$ cat config.mk
export PLATFORM = sky130hd
export DESIGN_NAME = result_writeback_sequencer
export DESIGN_NICKNAME = d
export VERILOG_FILES = /design/src/rtl/result_writeback_sequencer.sv
export SDC_FILE = /design/constraint.sdc
export NUM_CORES = 1
export LEC_CHECK = 0
export CAP_MARGIN = 0
export CORE_AREA = 2 2 231 233
export DETAILED_ROUTE_END_ITERATION = 16
export DIE_AREA = 0 0 233 235
export DONT_BUFFER_PORTS = 1
export PLACE_DENSITY = 0.65
export SYNTH_ARGS = -nofsm -noshare
export SYNTH_HDL_FRONTEND = slang
export SYNTH_SLANG_ARGS = --single-unit
$ cat constraint.sdc
create_clock -name clk_i -period 9.4 [get_ports clk_i]
set_clock_uncertainty 0.1 [all_clocks]
set_input_delay 0.94 -clock clk_i [delete_from_list [all_inputs] [get_ports clk_i]]
set_output_delay 0.94 -clock clk_i [all_outputs]
set_load 0.005 [all_outputs]
$ cat src/rtl/result_writeback_sequencer.sv
`default_nettype none
// ============================================================================
// Module   : result_writeback_sequencer
// Purpose  : Captures each frame checker's 128-bit result on a rising edge of
//            its ready flag, then writes it to the shared 64-bit control memory
//            as lo word, hi word and a status word. Ports are serviced
//            round-robin through a req/gnt memory handshake.
// Ports    : clk_i           - clock
//            rst_ni          - asynchronous active-low reset
//            check_ready_i   - per-port result valid level (rise = capture)
//            check_results_i - per-port 128-bit results, port p at [p*128 +: 128]
//            clear_i         - pulse, clears done/overrun bits
//            mem_req_o       - memory arbiter request
//            mem_gnt_i       - memory arbiter grant
//            mem_we_o        - memory write enable (only while granted)
//            mem_addr_o      - registered write address
//            mem_din_o       - registered write data
//            busy_o          - burst in progress or any port pending
//            done_o          - per-port result written
// Revision : 1.0 - initial release
// ============================================================================
module result_writeback_sequencer #(
  parameter int unsigned MEM_ADDR_WIDTH = 9,
  parameter int unsigned TEST_PORT      = 4,
  parameter int unsigned RESULT_BASE    = 'h100,
  parameter int unsigned STATUS_ADDR    = 'h0FF
) (
  input  logic                        clk_i,
  input  logic                        rst_ni,
  input  logic [TEST_PORT-1:0]        check_ready_i,
  input  logic [TEST_PORT*128-1:0]    check_results_i,
  input  logic                        clear_i,
  output logic                        mem_req_o,
  input  logic                        mem_gnt_i,
  output logic                        mem_we_o,
  output logic [MEM_ADDR_WIDTH-1:0]   mem_addr_o,
  output logic [63:0]                 mem_din_o,
  output logic                        busy_o,
  output logic [TEST_PORT-1:0]        done_o
);

  localparam int unsigned PTR_W = (TEST_PORT > 1) ? $clog2(TEST_PORT) : 1;
  localparam int unsigned CAND_W = PTR_W + 1;

  typedef enum logic [2:0] {
    S_IDLE  = 3'd0,
    S_REQ   = 3'd1,
    S_WR_LO = 3'd2,
    S_WR_HI = 3'd3,
    S_WR_ST = 3'd4
  } state_e;

  state_e                      state_q, state_d;
  logic [PTR_W-1:0]            sel_q, sel_d;
  logic [PTR_W-1:0]            rr_ptr_q, rr_ptr_d;
  logic [TEST_PORT-1:0]        pending_q, pending_d;
  logic [TEST_PORT-1:0]        overrun_q, overrun_d;
  logic [TEST_PORT-1:0]        done_q, done_d;
  logic [TEST_PORT-1:0]        ready_q;
  logic [MEM_ADDR_WIDTH-1:0]   addr_q, addr_d;
  logic [63:0]                 din_q, din_d;
  logic [127:0]                shadow_q [TEST_PORT];

  logic [TEST_PORT-1:0]        rise, in_service, capture, overrun_hit, sel_oh;
  logic [PTR_W-1:0]            pick;
  logic                        pick_found;
  logic [CAND_W-1:0]           cand;
  logic [127:0]                shadow_sel;
  logic [MEM_ADDR_WIDTH-1:0]   lo_addr, hi_addr;
  logic [63:0]                 status_word;

  // A rise on a port that is still pending or currently being written keeps
  // the older snapshot and flags an overrun instead.
  always_comb begin
    sel_oh         = '0;
    sel_oh[sel_q]  = 1'b1;
    in_service     = (state_q != S_IDLE) ? sel_oh : '0;
    rise           = check_ready_i & ~ready_q;
    overrun_hit    = rise & (pending_q | in_service);
    capture        = rise & ~(pending_q | in_service);
  end

  // Round-robin search: first pending port at or after rr_ptr, wrapping.
  always_comb begin
    pick_found = 1'b0;
    pick       = '0;
    cand       = '0;
    for (int i = 0; i < TEST_PORT; i++) begin
      cand = {1'b0, rr_ptr_q} + CAND_W'(i);
      if (cand >= CAND_W'(TEST_PORT)) cand = cand - CAND_W'(TEST_PORT);
      if (!pick_found && pending_q[cand[PTR_W-1:0]]) begin
        pick_found = 1'b1;
        pick       = cand[PTR_W-1:0];
      end
    end
  end

  assign shadow_sel  = shadow_q[sel_q];
  assign lo_addr     = MEM_ADDR_WIDTH'(RESULT_BASE) + MEM_ADDR_WIDTH'({sel_q, 1'b0});
  assign hi_addr     = lo_addr + MEM_ADDR_WIDTH'(1);
  assign status_word = {32'(overrun_q), 32'(done_q | sel_oh)};

  // Next-state and outputs. Address/data registers load only on the edge
  // that enters the corresponding write state, so they hold through stalls.
  always_comb begin
    state_d   = state_q;
    sel_d     = sel_q;
    rr_ptr_d  = rr_ptr_q;
    pending_d = pending_q | capture;
    overrun_d = (clear_i ? '0 : overrun_q) | overrun_hit;
    done_d    = clear_i ? '0 : done_q;
    addr_d    = addr_q;
    din_d     = din_q;
    mem_req_o = 1'b0;
    mem_we_o  = 1'b0;
    unique case (state_q)
      S_IDLE: begin
        if (pick_found) begin
          state_d         = S_REQ;
          sel_d           = pick;
          rr_ptr_d        = (pick == PTR_W'(TEST_PORT - 1)) ? '0 : pick + 1'b1;
          pending_d[pick] = 1'b0;
        end
      end
      S_REQ: begin
        mem_req_o = 1'b1;
        if (mem_gnt_i) begin
          state_d = S_WR_LO;
          addr_d  = lo_addr;
          din_d   = shadow_sel[63:0];
        end
      end
      S_WR_LO: begin
        mem_req_o = 1'b1;
        mem_we_o  = mem_gnt_i;
        if (mem_gnt_i) begin
          state_d = S_WR_HI;
          addr_d  = hi_addr;
          din_d   = shadow_sel[127:64];
        end
      end
      S_WR_HI: begin
        mem_req_o = 1'b1;
        mem_we_o  = mem_gnt_i;
        if (mem_gnt_i) begin
          state_d = S_WR_ST;
          addr_d  = MEM_ADDR_WIDTH'(STATUS_ADDR);
          din_d   = status_word;
        end
      end
      S_WR_ST: begin
        mem_req_o = 1'b1;
        mem_we_o  = mem_gnt_i;
        if (mem_gnt_i) begin
          state_d = S_IDLE;
          done_d  = done_d | sel_oh;   // set wins over a coincident clear
        end
      end
      default: state_d = S_IDLE;
    endcase
  end

  always_ff @(posedge clk_i or negedge rst_ni) begin
    if (!rst_ni) begin
      state_q   <= S_IDLE;
      sel_q     <= '0;
      rr_ptr_q  <= '0;
      pending_q <= '0;
      overrun_q <= '0;
      done_q    <= '0;
      ready_q   <= '0;
      addr_q    <= '0;
      din_q     <= '0;
    end else begin
      state_q   <= state_d;
      sel_q     <= sel_d;
      rr_ptr_q  <= rr_ptr_d;
      pending_q <= pending_d;
      overrun_q <= overrun_d;
      done_q    <= done_d;
      ready_q   <= check_ready_i;
      addr_q    <= addr_d;
      din_q     <= din_d;
    end
  end

  // Snapshot storage carries no reset; it is only read after a capture.
  generate
    for (genvar p = 0; p < TEST_PORT; p++) begin : g_shadow
      always_ff @(posedge clk_i) begin
        if (capture[p]) shadow_q[p] <= check_results_i[p*128 +: 128];
      end
    end
  endgenerate

  assign mem_addr_o = addr_q;
  assign mem_din_o  = din_q;
  assign busy_o     = (state_q != S_IDLE) || (|pending_q);
  assign done_o     = done_q;

endmodule
`default_nettype wire

Yosys cells after proc, flatten, opt, wreduce, memory -nomap -nowiden
Memories as Yosys holds them, arrays and structs flattened.
Cells that the tools add are included.

word-level totals
  bits in registers = 96
  bits in latches = 0
  RAM bits = 512
  bits in read-only memories = 0
  input port bits = 520
  output and inout bits = 80
  word-level logic and storage cells = 128
  memories = 1

memories
  name      words  width  rd ports  clocked after memory_dff  write ports  line  source
  shadow_q  4      128    1         0                         4            62    logic [127:0] shadow_q [TEST_PORT];

cells by class
  add/subtract/negate cells = 10
  multipliers = 0
  divide/modulo/power cells = 0
  $lt $le $gt $ge = 12
  eq/ne operators = 10
  shifts and indexed selects = 0
  multiplexer cells = 56
  bitwise gates (word level) = 12
  reduce and logical (&&, ||, !) cells = 18

operator list
  operator                                                   count
  two-way mux 64 bit                                         3
  one-hot mux 64 bit (3 select lines)                        1
  two-way mux 4 bit                                          7
  two-way mux 9 bit                                          3
  one-hot mux 9 bit (3 select lines)                         1
  two-way mux 1 bit                                          20
  OR 4 bit                                                   5
  < comparator 2 x 3 -> 1 bit (second input constant)        6
  two-way mux 2 bit                                          9
  AND 4 bit                                                  4
  two-way mux 3 bit                                          5
  one-hot mux 3 bit (5 select lines)                         1
  NOT 4 bit                                                  3
  != test 2 bit (second input constant)                      5
  adder 9 x 1 -> 9 bit (second input constant)               1
  adder 9 x 3 -> 9 bit (first input constant)                1
  greater-or-equal comparator 3 bit (second input constant)  3
  binary-select mux 1 bit (select 2 bit)                     4
  OR reduction 4 bit                                         2
  subtractor 2 x 1 -> 2 bit (second input constant)          4
  adder 2 x 2 -> 3 bit (second input constant)               2
  equality test 3 x 2 -> 1 bit (second input constant)       2
  nonzero test 3 bit                                         2
  logical AND 1 bit                                          5
  15 further kinds                                           19

Depth between registers and ports, before layout
  word-level depth = 22
  depth in mapped cells = 8
  gate-level depth less buffers = 6

Worst setup path after synthesis
Ideal clock, no wire load.

  path type = input to register
  from = input check_ready_i[1]
  to = memory shadow_q[1][0] (enable)
  library setup time = 0.601 ns
  data arrival time = 6.165 ns
  data required time = 8.699 ns
  slack = 2.534 ns
  stages = 2
  buffers on the path = 0
  cell sequence = nand2b_1 > a211oi_2

RTL lines
  element          line  source
  start, declared  30    input logic [TEST_PORT-1:0] check_ready_i,
  end, declared    62

==> flow_metrics.tcl <==
set metrics [dict create \
    status "complete, no violations" \
    vias 10900 \
    dpl_cell_area_sq_um 23400 \
    rsz0062_at_grt "no" \
    numPortBuffers 0 \
    synth_cells 1113 \
    crit_family "buffers and inverters" \
    clkSinkCount 604 \
    leakagePower_nw 8.29 \
    synth_top_area_cell "edfxtp_1" \
    cts_resized 0 \
    wl_per_cell_microns 30.8 \
    synth_edf_count 512 \
    clk_pin_slew_worst_paths_ns 0.06 \
    initialDrtViolationCount 928 \
    ys_top_cells_by_area "edfxtp_1 67%, mux4_2 12%, dfrtp_1 10%" \
    fin_crit_sh_pct 37.6 \
    crit_buf_inv 2 \
    fill_cells 4221 \
    max_clock_freq_mhz 283 \
    die_h_microns 235 \
    clock_latency_ns 0.63 \
    critPathArrivalTime_ns 3.67 \
    power_density_nw_per_um2 321 \
    max_stage_delay_ns 0.81 \
    avgSynthCellArea_sq_um 20.5 \
    h-tree-depth 2 \
    ant_nets 0 \
    max_cap_viol_count 0 \
    worstPathRequired_ns 9.53 \
    vias_per_cell 5.78 \
    initial_core_util_pct 43.7 \
    cp_common_cell "buf_4" \
    core_area_sq_um 52200 \
    routed_wl_microns 58300 \
    fin_total_pwr_mw 8.23 \
    period_needed_ns 3.53 \
    hold_viol 0 \
    yosysUniqueCellTypes 46 \
    dp_hpwl_microns 38100 \
    root_buffer "clkbuf_16" \
    mappedNetlistArea_sq_um 22800 \
    cts_tree "built" \
    setup_viol 0 \
    syn2layout_area_growth_pct 12.4 \
    dieArea_sq_um 54800 \
    synth_async_sr_flop_share_pct 15.2 \
    timing.final.ws_setup_ns 5.87 \
    critPathLaunchType "flip-flop" \
    utilization_pct 49.1 \
    grt_pass1_wl_microns 82200 \
    dr.pass1.iters 5 \
    grt_max_degree 116 \
    slew_violations 0 \
    yosys.area.top_type_share_pct 67.4 \
    place.gp.congestion 0.849 \
    crit_path_top_delay_cell "buf_4" \
    track_usage_pct 21.0 \
    ys_ff_latch 604 \
    ios 600 \
    ir_worst_vdd_v 0.000259 \
    tns_ns 0 \
    synth_fp_nets 1637 \
    tightestPinTransition_ns 1.11 \
    path_class "flip-flop to flip-flop" \
    netlist_top_cells_count "512 x edfxtp_1, 120 x mux4_2, 92 x dfrtp_1" \
    synth_most_common_cell "edfxtp_1" \
    grt_pass1_vias 11600 \
    final_area_sq_um 25600 \
    cp_cell_sequence "buf_4, nor2_1, a211oi_4, buf_4" \
    drive_gt1_share_pct 22.1 \
    dieWidth_microns 233 \
    clock_tree.buffer_depth 3 \
    cts_made_buffers 60 \
    relSlewSlack_pct 25.7 \
    pre_cts_ws_ns 5.77 \
    drc 0 \
    synthFlopType "edfxtp_1" \
    hold_class "input pin to async pin" \
    nets 1646 \
    antenna_found_initial 39 \
    ys_seq_area_share_pct 77.5 \
    rows 84 \
    yosysWarnings 0 \
    critPathCaptureType "flip-flop" \
    grt_overflow_total 0 \
    cp_max_fo 62 \
]
kinds of logic after synthesis:
logic type,count (synthesis),synth area share (%)
flip-flops,604,77.5
adder cells (fa/ha/maj),4,0.219
multiplexers,144,12.9
AND/OR/NAND/NOR,106,2.10
AO/OA/AOI/OAI,170,5.09
XOR/XNOR,2,0.0768
buffers and inverters,83,2.06
cell type report:
cell class	instances	area, sq um	share of cell area [%]
diodes	30	75.1	0.293
multi-input cells	426	4700	18.3
clock inverters	38	495	1.93
well taps	688	861	3.36
inverters	13	48.8	0.190
repair buffers	17	160	0.625
clock buffers	76	1610	6.29
flip-flops and latches	604	17700	69.0
where the power goes:
group / switching [mW] / internal [mW]
Combinational: 1.04 / 0.855
Clock: 1.03 / 1.52
Sequential: 0.369 / 3.41
Total: 2.45 / 5.78
worst paths after layout:
kind	cells past startpoint	end	startpoint	slack, ns
max	4	shadow_q[0][36]	sel_q[0]	5.87
min	1	mem_din_o[62]	rst_ni	0.17
max reg2reg	4	shadow_q[0][36]	sel_q[0]	5.87
min reg2reg	1	mem_addr_o[0]	mem_addr_o[0]	0.42
max in group asynchronous	1	mem_din_o[14]	rst_ni	8.55
min in group clk_i	0	ready_q[2]	check_ready_i[2]	0.25
layout by cell type, fill, tap and decap left out, types with 5 or more instances in the layout:
cell       instances
clkbuf_16         60
bufinv_16         11
clkbuf_8           5
a22oi_2            7
mux4_2           120
dfrtp_1           90
nor2b_1            5
mux2_2             6
a21oi_1           67
nor2_1            69
buf_4             15
clkinv_1           9
inv_1             13
a22oi_1           49
o21ai_0            8
mux2i_1           18
nand2b_1           7
clkinv_2          11
a221oi_1           5
diode_2           30
edfxtp_1         512
nand2_1           10
o22a_1             6
clkbuf_1          11
o22ai_1           11
sequential cells by signal, indices dropped and copies added, names as in the netlist:
register	flops
sel_q	2
overrun_q	4
shadow_q	512
mem_din_o	64
mem_addr_o	5
ready_q	4
done_o	4
state_q	3
pending_q	4
rr_ptr_q	2
metal layers:
metal  track usage (%)  up-vias  share of wire (%)
met5                 0        -               0.16
met4              9.15       14                2.7
met3              7.71      109                 10
met2              35.2      594                 52
met1              24.2     5640                 35
li1                  -     4571                  -
per-stage QoR:
step	std cells	hold slack, ns
floorplan	1113	0.374
global placement	1747	0.397
detailed placement	1747	0.408
CTS	1862	0.183
global route	1889	0.183
finish	1892	0.171
what timing repair did:
| item | CTS | global route |
|---|---|---|
| hold buffers | 1 | 0 |
| setup buffers | 0 | 0 |
| endpoints found under the hold margin | 92 | 0 |
| endpoints found under the setup margin | 0 | 0 |
(Power assumes the default switching activity.)
